<file path="src/rtl/pacman_score_keeper_pkg.sv">
// Shared definitions for the score keeper: event codes, FSM states,
// packed-BCD point values and small encoding helpers.
package pacman_score_keeper_pkg;

    localparam int DIGITS_DEF     = 4;
    localparam int LIFE_DIGIT_DEF = 5;
    localparam int QDEPTH_DEF     = 4;

    // Ghost codes carry the combo level in their two LSBs.
    typedef enum logic [2:0] {
        EV_PELLET = 3'd0,
        EV_POWER  = 3'd1,
        EV_GHOST0 = 3'd4,
        EV_GHOST1 = 3'd5,
        EV_GHOST2 = 3'd6,
        EV_GHOST3 = 3'd7
    } ev_code_e;

    typedef enum logic [1:0] {
        ST_IDLE  = 2'd0,
        ST_LOAD  = 2'd1,
        ST_ADD   = 2'd2,
        ST_CHECK = 2'd3
    } state_e;

    localparam logic [15:0] PTS_PELLET = 16'h0010;
    localparam logic [15:0] PTS_POWER  = 16'h0050;
    localparam logic [15:0] PTS_GHOST0 = 16'h0200;
    localparam logic [15:0] PTS_GHOST1 = 16'h0400;
    localparam logic [15:0] PTS_GHOST2 = 16'h0800;
    localparam logic [15:0] PTS_GHOST3 = 16'h1600;

    function automatic logic [15:0] points_bcd(input ev_code_e code);
        case (code)
            EV_PELLET: points_bcd = PTS_PELLET;
            EV_POWER:  points_bcd = PTS_POWER;
            EV_GHOST0: points_bcd = PTS_GHOST0;
            EV_GHOST1: points_bcd = PTS_GHOST1;
            EV_GHOST2: points_bcd = PTS_GHOST2;
            EV_GHOST3: points_bcd = PTS_GHOST3;
            default:   points_bcd = 16'h0000;
        endcase
    endfunction

    function automatic ev_code_e ghost_code(input logic [1:0] combo);
        ghost_code = ev_code_e'({1'b1, combo});
    endfunction

    function automatic logic [1:0] combo_next(input logic [1:0] combo);
        if (combo == 2'd3) begin
            combo_next = 2'd3;
        end else begin
            combo_next = combo + 2'd1;
        end
    endfunction

endpackage

</file>
<file path="src/rtl/pacman_score_keeper_if.sv">
// Event pulses from pacman_movement in, score/high-score display and status out.
interface pacman_score_keeper_if #(
    parameter int DIGITS = 4
);
    logic                    game_start;
    logic                    pellet_eaten;
    logic                    power_eaten;
    logic                    ghost_eaten;
    logic                    game_over;
    logic [4*DIGITS-1:0]     score_bcd;
    logic [4*DIGITS-1:0]     hi_bcd;
    logic                    busy;
    logic                    extra_life;
    logic                    q_overflow;

    modport master (
        output game_start, pellet_eaten, power_eaten, ghost_eaten, game_over,
        input  score_bcd, hi_bcd, busy, extra_life, q_overflow
    );

    modport slave (
        input  game_start, pellet_eaten, power_eaten, ghost_eaten, game_over,
        output score_bcd, hi_bcd, busy, extra_life, q_overflow
    );
endinterface

</file>
<file path="src/rtl/pacman_score_keeper_bcd_digit_add.sv">
// One packed-BCD digit adder with decimal carry (+6 correction above 9).
module pacman_score_keeper_bcd_digit_add (
    input  logic [3:0] a,
    input  logic [3:0] b,
    input  logic       cin,
    output logic [3:0] sum,
    output logic       cout
);
    logic [4:0] raw_s;

    // Binary sum, then fold back into 0..9 with a carry.
    always_comb begin
        raw_s = {1'b0, a} + {1'b0, b} + {4'b0000, cin};
        if (raw_s > 5'd9) begin
            sum  = raw_s[3:0] + 4'd6;
            cout = 1'b1;
        end else begin
            sum  = raw_s[3:0];
            cout = 1'b0;
        end
    end
endmodule

</file>
<file path="src/rtl/pacman_score_keeper.sv">
// Queues game event pulses and adds their points into a packed-BCD score one
// digit per cycle; tracks the session high score and the extra-life threshold.
module pacman_score_keeper
    import pacman_score_keeper_pkg::*;
#(
    parameter int DIGITS     = DIGITS_DEF,
    parameter int LIFE_DIGIT = LIFE_DIGIT_DEF,
    parameter int QDEPTH     = QDEPTH_DEF     // power of two, >= 2
) (
    input  logic                  board_clk,
    input  logic                  Reset,
    pacman_score_keeper_if.slave  sk
);
    localparam int SCORE_W = 4 * DIGITS;
    localparam int PTR_W   = $clog2(QDEPTH);
    localparam int CNT_W   = $clog2(QDEPTH + 1);
    localparam int IDX_W   = (DIGITS > 1) ? $clog2(DIGITS) : 1;
    localparam logic [SCORE_W-1:0] SCORE_MAX = {DIGITS{4'h9}};
    localparam logic [3:0]         LIFE_NIB  = 4'(LIFE_DIGIT);

    state_e               state_q, state_d;
    ev_code_e             mem_q [QDEPTH];
    ev_code_e             mem_d [QDEPTH];
    ev_code_e             req_s [3];
    logic [PTR_W-1:0]     wr_ptr_q, wr_ptr_d, rd_ptr_q, rd_ptr_d;
    logic [CNT_W-1:0]     count_q, count_d, free_s, n_req_s, n_acc_s;
    logic                 pop_s, drop_s;
    logic [1:0]           combo_q, combo_d, combo_eff_s;
    ev_code_e             cur_code_q, cur_code_d;
    logic [SCORE_W-1:0]   addend_q, addend_d, work_q, work_d;
    logic [SCORE_W-1:0]   score_q, score_d, hi_q, hi_d;
    logic [IDX_W-1:0]     idx_q, idx_d;
    logic                 carry_q, carry_d, sat_q, sat_d, life_q, life_d;
    logic                 go_pend_q, go_pend_d, busy_q, busy_d;
    logic                 extra_life_q, extra_life_d, ovf_q, ovf_d;
    logic [3:0]           pre_thou_q, pre_thou_d;
    logic [3:0]           dig_a_s, dig_b_s, dig_sum_s;
    logic                 dig_cout_s;

    assign pop_s   = (state_q == ST_IDLE) && (count_q != {CNT_W{1'b0}});
    assign dig_a_s = score_q[{idx_q, 2'b00} +: 4];
    assign dig_b_s = addend_q[{idx_q, 2'b00} +: 4];

    pacman_score_keeper_bcd_digit_add u_digit_add (
        .a    (dig_a_s),
        .b    (dig_b_s),
        .cin  (carry_q),
        .sum  (dig_sum_s),
        .cout (dig_cout_s)
    );

    // Event acceptance: compact simultaneous pulses into power, ghost, pellet order.
    always_comb begin
        mem_d       = mem_q;
        req_s[0]    = EV_PELLET;
        req_s[1]    = EV_PELLET;
        req_s[2]    = EV_PELLET;
        n_req_s     = {CNT_W{1'b0}};
        combo_eff_s = sk.power_eaten ? 2'd0 : combo_q;
        if (sk.power_eaten) begin
            req_s[n_req_s[1:0]] = EV_POWER;
            n_req_s             = n_req_s + CNT_W'(1);
        end else begin
            n_req_s = n_req_s;
        end
        if (sk.ghost_eaten) begin
            req_s[n_req_s[1:0]] = ghost_code(combo_eff_s);
            n_req_s             = n_req_s + CNT_W'(1);
        end else begin
            n_req_s = n_req_s;
        end
        if (sk.pellet_eaten) begin
            req_s[n_req_s[1:0]] = EV_PELLET;
            n_req_s             = n_req_s + CNT_W'(1);
        end else begin
            n_req_s = n_req_s;
        end
        // A pop in the same cycle frees its slot for an incoming entry.
        free_s  = CNT_W'(QDEPTH) - count_q + CNT_W'(pop_s);
        drop_s  = (n_req_s > free_s);
        n_acc_s = drop_s ? free_s : n_req_s;
        for (int k = 0; k < 3; k++) begin
            mem_d[wr_ptr_q + PTR_W'(k)] = (CNT_W'(k) < n_acc_s) ? req_s[k]
                                                                 : mem_d[wr_ptr_q + PTR_W'(k)];
        end
        if (sk.game_start) begin
            wr_ptr_d = {PTR_W{1'b0}};
            rd_ptr_d = {PTR_W{1'b0}};
            count_d  = {CNT_W{1'b0}};
            ovf_d    = 1'b0;
            combo_d  = 2'd0;
        end else begin
            wr_ptr_d = wr_ptr_q + PTR_W'(n_acc_s);
            rd_ptr_d = rd_ptr_q + PTR_W'(pop_s);
            count_d  = count_q + n_acc_s - CNT_W'(pop_s);
            ovf_d    = ovf_q | drop_s;
            combo_d  = sk.ghost_eaten ? combo_next(combo_eff_s) : combo_eff_s;
        end
    end

    // Scoring FSM: pop, build addend, ripple one digit per cycle, check life threshold.
    always_comb begin
        state_d      = state_q;
        cur_code_d   = cur_code_q;
        addend_d     = addend_q;
        work_d       = work_q;
        idx_d        = idx_q;
        carry_d      = carry_q;
        sat_d        = sat_q;
        pre_thou_d   = pre_thou_q;
        life_d       = life_q;
        score_d      = score_q;
        hi_d         = hi_q;
        extra_life_d = 1'b0;
        go_pend_d    = go_pend_q | sk.game_over;
        if (!sk.game_start) begin
            case (state_q)
                ST_IDLE: begin
                    if (pop_s) begin
                        cur_code_d = mem_q[rd_ptr_q];
                        state_d    = ST_LOAD;
                    end else if (go_pend_q) begin
                        hi_d      = (score_q > hi_q) ? score_q : hi_q;
                        go_pend_d = sk.game_over;
                    end else begin
                        state_d = ST_IDLE;
                    end
                end
                ST_LOAD: begin
                    addend_d = SCORE_W'(points_bcd(cur_code_q));
                    work_d   = {SCORE_W{1'b0}};
                    idx_d    = {IDX_W{1'b0}};
                    carry_d  = 1'b0;
                    state_d  = ST_ADD;
                end
                ST_ADD: begin
                    work_d[{idx_q, 2'b00} +: 4] = dig_sum_s;
                    carry_d                     = dig_cout_s;
                    if (idx_q == IDX_W'(DIGITS - 1)) begin
                        idx_d      = {IDX_W{1'b0}};
                        pre_thou_d = score_q[SCORE_W-1 -: 4];
                        sat_d      = dig_cout_s;
                        score_d    = dig_cout_s ? SCORE_MAX : work_d;
                        state_d    = ST_CHECK;
                    end else begin
                        idx_d = idx_q + IDX_W'(1);
                    end
                end
                ST_CHECK: begin
                    if (!life_q && (pre_thou_q < LIFE_NIB) &&
                        ((score_q[SCORE_W-1 -: 4] >= LIFE_NIB) || sat_q)) begin
                        extra_life_d = 1'b1;
                        life_d       = 1'b1;
                    end else begin
                        extra_life_d = 1'b0;
                    end
                    state_d = ST_IDLE;
                end
                default: state_d = ST_IDLE;
            endcase
        end else begin
            state_d   = ST_IDLE;
            score_d   = {SCORE_W{1'b0}};
            life_d    = 1'b0;
            go_pend_d = 1'b0;
            idx_d     = {IDX_W{1'b0}};
            carry_d   = 1'b0;
            sat_d     = 1'b0;
        end
    end

    // Busy reflects the state being entered so the output register is exact.
    always_comb begin
        busy_d = (count_d != {CNT_W{1'b0}}) || (state_d != ST_IDLE) || go_pend_d;
    end

    // State and output registers.
    always_ff @(posedge board_clk or posedge Reset) begin
        if (Reset) begin
            state_q      <= ST_IDLE;
            for (int i = 0; i < QDEPTH; i++) begin
                mem_q[i] <= EV_PELLET;
            end
            wr_ptr_q     <= {PTR_W{1'b0}};
            rd_ptr_q     <= {PTR_W{1'b0}};
            count_q      <= {CNT_W{1'b0}};
            combo_q      <= 2'd0;
            cur_code_q   <= EV_PELLET;
            addend_q     <= {SCORE_W{1'b0}};
            work_q       <= {SCORE_W{1'b0}};
            score_q      <= {SCORE_W{1'b0}};
            hi_q         <= {SCORE_W{1'b0}};
            idx_q        <= {IDX_W{1'b0}};
            carry_q      <= 1'b0;
            sat_q        <= 1'b0;
            life_q       <= 1'b0;
            go_pend_q    <= 1'b0;
            busy_q       <= 1'b0;
            extra_life_q <= 1'b0;
            ovf_q        <= 1'b0;
            pre_thou_q   <= 4'd0;
        end else begin
            state_q      <= state_d;
            mem_q        <= mem_d;
            wr_ptr_q     <= wr_ptr_d;
            rd_ptr_q     <= rd_ptr_d;
            count_q      <= count_d;
            combo_q      <= combo_d;
            cur_code_q   <= cur_code_d;
            addend_q     <= addend_d;
            work_q       <= work_d;
            score_q      <= score_d;
            hi_q         <= hi_d;
            idx_q        <= idx_d;
            carry_q      <= carry_d;
            sat_q        <= sat_d;
            life_q       <= life_d;
            go_pend_q    <= go_pend_d;
            busy_q       <= busy_d;
            extra_life_q <= extra_life_d;
            ovf_q        <= ovf_d;
            pre_thou_q   <= pre_thou_d;
        end
    end

    assign sk.score_bcd  = score_q;
    assign sk.hi_bcd     = hi_q;
    assign sk.busy       = busy_q;
    assign sk.extra_life = extra_life_q;
    assign sk.q_overflow = ovf_q;

endmodule
</file>
<file path="src/flat_wrapper.sv">
// flat-port wrapper written by rule: the top's interface ports become plain ports
module pacman_score_keeper_flat import pacman_score_keeper_pkg::*;
#(
    parameter int DIGITS     = DIGITS_DEF,
    parameter int LIFE_DIGIT = LIFE_DIGIT_DEF,
    parameter int QDEPTH     = QDEPTH_DEF                          
)
  (board_clk, Reset, sk_game_start, sk_pellet_eaten, sk_power_eaten, sk_ghost_eaten, sk_game_over, sk_score_bcd, sk_hi_bcd, sk_busy, sk_extra_life, sk_q_overflow);
  pacman_score_keeper_if #(.DIGITS(DIGITS)) sk_i ();
  input  logic board_clk;
  input  logic Reset;
  input wire logic [$bits(sk_i.game_start)-1:0] sk_game_start;
  input wire logic [$bits(sk_i.pellet_eaten)-1:0] sk_pellet_eaten;
  input wire logic [$bits(sk_i.power_eaten)-1:0] sk_power_eaten;
  input wire logic [$bits(sk_i.ghost_eaten)-1:0] sk_ghost_eaten;
  input wire logic [$bits(sk_i.game_over)-1:0] sk_game_over;
  output wire logic [$bits(sk_i.score_bcd)-1:0] sk_score_bcd;
  output wire logic [$bits(sk_i.hi_bcd)-1:0] sk_hi_bcd;
  output wire logic [$bits(sk_i.busy)-1:0] sk_busy;
  output wire logic [$bits(sk_i.extra_life)-1:0] sk_extra_life;
  output wire logic [$bits(sk_i.q_overflow)-1:0] sk_q_overflow;
  assign sk_i.game_start = sk_game_start;
  assign sk_i.pellet_eaten = sk_pellet_eaten;
  assign sk_i.power_eaten = sk_power_eaten;
  assign sk_i.ghost_eaten = sk_ghost_eaten;
  assign sk_i.game_over = sk_game_over;
  assign sk_score_bcd = sk_i.score_bcd;
  assign sk_hi_bcd = sk_i.hi_bcd;
  assign sk_busy = sk_i.busy;
  assign sk_extra_life = sk_i.extra_life;
  assign sk_q_overflow = sk_i.q_overflow;
  pacman_score_keeper #(.DIGITS(DIGITS), .LIFE_DIGIT(LIFE_DIGIT), .QDEPTH(QDEPTH)) u_core (.board_clk(board_clk), .Reset(Reset), .sk(sk_i));
endmodule
</file>
<file path="config.mk">
export PLATFORM = sky130hd
export DESIGN_NAME = pacman_score_keeper_flat
export DESIGN_NICKNAME = d
export VERILOG_FILES = /design/src/rtl/pacman_score_keeper_pkg.sv /design/src/rtl/pacman_score_keeper_if.sv /design/src/rtl/pacman_score_keeper_bcd_digit_add.sv /design/src/rtl/pacman_score_keeper.sv /design/src/flat_wrapper.sv
export SDC_FILE = /design/constraint.sdc
export NUM_CORES = 1
export LEC_CHECK = 0
export BUFFER_PORTS_ARGS = -buffer_cell sky130_fd_sc_hd__buf_4
export CAP_MARGIN = 20
export CORE_AREA = 5 5 107 109
export CTS_BUF_LIST = sky130_fd_sc_hd__clkbuf_4 sky130_fd_sc_hd__clkbuf_8
export DETAILED_ROUTE_END_ITERATION = 10
export DIE_AREA = 0 0 112 114
export PLACE_DENSITY = 0.86
export SETUP_SLACK_MARGIN = 0.05
export SLEW_MARGIN = 10
export SYNTH_ARGS = -nofsm -noshare
export SYNTH_HDL_FRONTEND = slang
export SYNTH_SLANG_ARGS = --single-unit
</file>
<file path="constraint.sdc">
create_clock -name board_clk -period 6.3 [get_ports board_clk]
set_input_delay 0.315 -clock board_clk [delete_from_list [all_inputs] [get_ports board_clk]]
set_output_delay 0.315 -clock board_clk [all_outputs]
set_load 0.01 [all_outputs]
</file>
==> results.cfg <==
[run_status]
status = finished, final reports clean

[route]
drt-total-wl_um = 15570
vias_per_cell = 6.340
vias = 5370
antenna_left = 0
wire_per_inst_um = 18.38
drt_iter0_markers = 359
drcViolationCount = 0
first_pass_iters = 5

[setup_path]
crit_arrival_ps = 5070
reg2regPathDepth = 17
startpoint_type = flop
worstSetupPathType = reg -> reg
critical_path_required_ps = 6550
r2r-start = u_core.count_q[2]
worstSetupEndpointType = flop
regToRegSetupSlack_ps = 1480
startpoint = u_core.count_q[2]
r2r_end = u_core.sk.busy
crit_fanout = 6

[power]
total_power_mw = 3.054
ir_drop_uv = 494.5
cellPowerDensity_nw_per_um2 = 436.2
power_leakage_nw = 3.166

[placed_design]
port_buffers = 41
hpwl_um = 11680
postPlaceCellArea_um2 = 6790
gp_congestion = 0.9370

[layout]
n_fill_cell = 797
post-route-util_pct = 66.65
diodes = 0
fin_nets = 761
layout-drive-gt1-share_pct = 16.83
syn_to_final_growth_pct = 9.466
fin_area_um2 = 7003

[sta]
worst_pin_slew_ps = 905.8
hold_viol = 0
finalSetupTns_ps = 0
relSlewSlack_pct = 39.62
rsz0062_at_grt = false
whs_ps = 137.0
setup_viol = 0
skew_ps = 17.63
slew_viol_final = 0
period_minus_slack_ps = 4824
post-route-period-util_pct = 76.57
fmax_mhz = 207.3

[logic_synthesis]
synth_area_per_cell_um2 = 9.492
synthesis.nets = 733
netlist_top_cells_area = dfrtp_1, ha_1, nand2_1, mux2_2, mux4_2
dominantRegCellSynth = dfrtp_1
ys_warn_count = 0
yosys.area.top_type = dfrtp_1
netlist_area_um2 = 6397
synth_edf_count = 0
ys_types = 82
seq_area_frac_synth_pct = 36.38
synth_top_area_share_pct = 36.38
synth_seq_cells = 93
synthCells = 674
synth-async-reset-ratio_pct = 100.0

[die]
die_y_um = 114
fp.dieArea_um2 = 12770
core_um2 = 10510
core.rowCount = 38
io_pins = 42
start_util_pct = 60.88
die_x_um = 112

[cts]
cts_tree = built
htreeDepth = 3
clock_latency_ps = 370
clkTransAtPathRegs_ps = 100
clock-root-buffer = clkbuf_8
clk_path_buf_depth = 2
cts_num_sinks = 93
ctsResizeCount = 0
cts_buffers = 9

[global_route]
grt_start_max_net_pins = 69
grt-ovfl-total = 0
antenna_found_initial = 0
grt_usage_pct = 24.91
grt_pass1_wl_um = 25780
grt_pass1_vias = 5279

[worst_hold_path]
hold_path_depth = 2
hp-class = in -> reg
hold_end = u_core.combo_q[1]
min_from = sk_power_eaten

[flow_run]
maxCapViolations = 0
==> report_power, final <==
part | leakage, nW | total [mW] | switching, mW | internal (mW)
registers | 1.25 | 0.825 | 0.124 | 0.701
logic | 1.81 | 1.82 | 1.06 | 0.759
clock network | 0.104 | 0.408 | 0.222 | 0.186
==> layer usage <==
metal  vias to the layer above  track usage, %  share of wire, %
li1                       2492               -                 -
met1                      2624           30.03                41
met2                       213           43.84                50
met3                        41           5.146               5.7
met4                         0           10.02               3.2
met5                         -               0                 0
==> timing repair <==
item | in CTS | in global routing
hold buffers | 1 | 0
endpoints found under the hold margin | 25 | 0
setup buffers | 0 | 0
==> kinds of logic (layout without fill, tap and decap cells) <==
kind of cell               after synthesis  after routing  share of synthesized area [%]
buffers and inverters                   84            117                          5.066
AOI/OAI and AO/OA                      185            185                          21.12
DFF                                     93             93                          36.38
xor gates and xnor gates                12             12                          1.643
muxes                                   42             42                          9.544
adders and majority gates               52             52                          10.52
and+or+nand+nor                        206            206                          15.72
==> per-stage QoR <==
stage          worst slack (ps)  instances
4_1_cts                    1494        846
3_5_place_dp               1494        829
5_1_grt                    1171        847
2_1_floorplan              1916        674
3_3_place_gp               1678        828
6_report                   1476        847
==> cell type report <==
| type | count | area, um2 | share of cell area, % |
|---|---|---|---|
| clock buffer | 9 | 123.9 | 1.769 |
| clock inverter | 7 | 71.32 | 1.018 |
| inverter | 54 | 203.9 | 2.912 |
| multi-input combinational | 497 | 3746 | 53.49 |
| sequential | 93 | 2327 | 33.23 |
| tap | 140 | 175.2 | 2.501 |
| timing repair buffer | 47 | 355.3 | 5.074 |
==> cells in the mapped netlist, drive strengths merged (3+ instances only) <==
library cell  count
o31ai             6
and2              3
and3             11
o22ai             7
mux2             22
clkbuf           27
a211o             5
nand2            72
a22oi             4
o2111ai           3
mux4             11
a21boi            6
nor2             47
nand4             4
nor3             14
nor2b            18
nor3b             3
dfrtp            93
ha               49
nand3            11
a21o              9
a22o              8
xnor2            10
nand2b            8
a21oi            29
a221oi            3
buf               3
o21ai            49
a31oi            11
inv              52
and4              3
fa                3
mux2i             9
a211oi           12
a41oi             5
==> how the worst max path moves through the flow <==
stage	endpoint	cells past startpoint	slack (ps)
global route	u_core.sk.busy	17	1170
global placement	u_core.sk.busy	17	1680
detailed placement	u_core.sk.busy	17	1490
floorplan	u_core.sk.busy	17	1920
finish	u_core.sk.busy	17	1480
CTS	u_core.sk.busy	17	1490
==> worst max-delay path, stage by stage (launching register included) <==
cell,delay [ps]
dfrtp_1,440
nor3_1,380
nand2b_1,210
ha_1,170
inv_1,40
ha_1,200
xnor2_1,230
ha_1,320
and3b_1,260
o21ai_4,300
mux2i_4,370
ha_1,290
fa_1,450
xnor2_1,180
xnor2_1,150
xnor2_1,140
nor2_1,70
or4_1,490
==> cells in the final DEF, fill, tap and decap left out, types with 4 or more instances in the layout <==
cell type / Yosys / final
a31oi_1: 11 / 11
mux2i_1: 7 / 7
dfrtp_1: 93 / 93
a211o_1: 5 / 5
nand3_1: 11 / 11
a41oi_1: 5 / 5
mux4_2: 11 / 11
nor2b_1: 18 / 18
nor3_1: 14 / 14
o22ai_1: 7 / 7
clkinv_2: 0 / 4
a21o_1: 9 / 9
o21ai_0: 43 / 43
nor2_1: 47 / 47
o21ai_1: 4 / 4
a211oi_1: 11 / 11
and3_1: 10 / 10
a22o_1: 8 / 8
inv_1: 52 / 51
a21oi_1: 28 / 28
nand2b_1: 8 / 8
mux2_2: 22 / 22
nand4_1: 4 / 4
buf_4: 0 / 46
clkbuf_8: 0 / 9
ha_1: 49 / 49
nand2_1: 71 / 71
o31ai_1: 5 / 5
xnor2_1: 10 / 10
==> registers in the layout (all words and copies together) (netlist names) <==
register / flops
u_core.sk.extra_life: 1
u_core.sk.q_overflow: 1
u_core.sk.score_bcd: 16
u_core.life_q: 1
u_core.cur_code_q: 3
u_core.pre_thou_q: 4
u_core.addend_q: 6
u_core.sk.hi_bcd: 16
u_core.sat_q: 1
u_core.work_q: 16
u_core.combo_q: 2
u_core.count_q: 3
u_core.rd_ptr_q: 2
u_core.mem_q: 12
u_core.state_q: 2
u_core.sk.busy: 1
u_core.carry_q: 1
u_core.idx_q: 2
u_core.wr_ptr_q: 2
u_core.go_pend_q: 1
(Power assumes the default switching activity.)
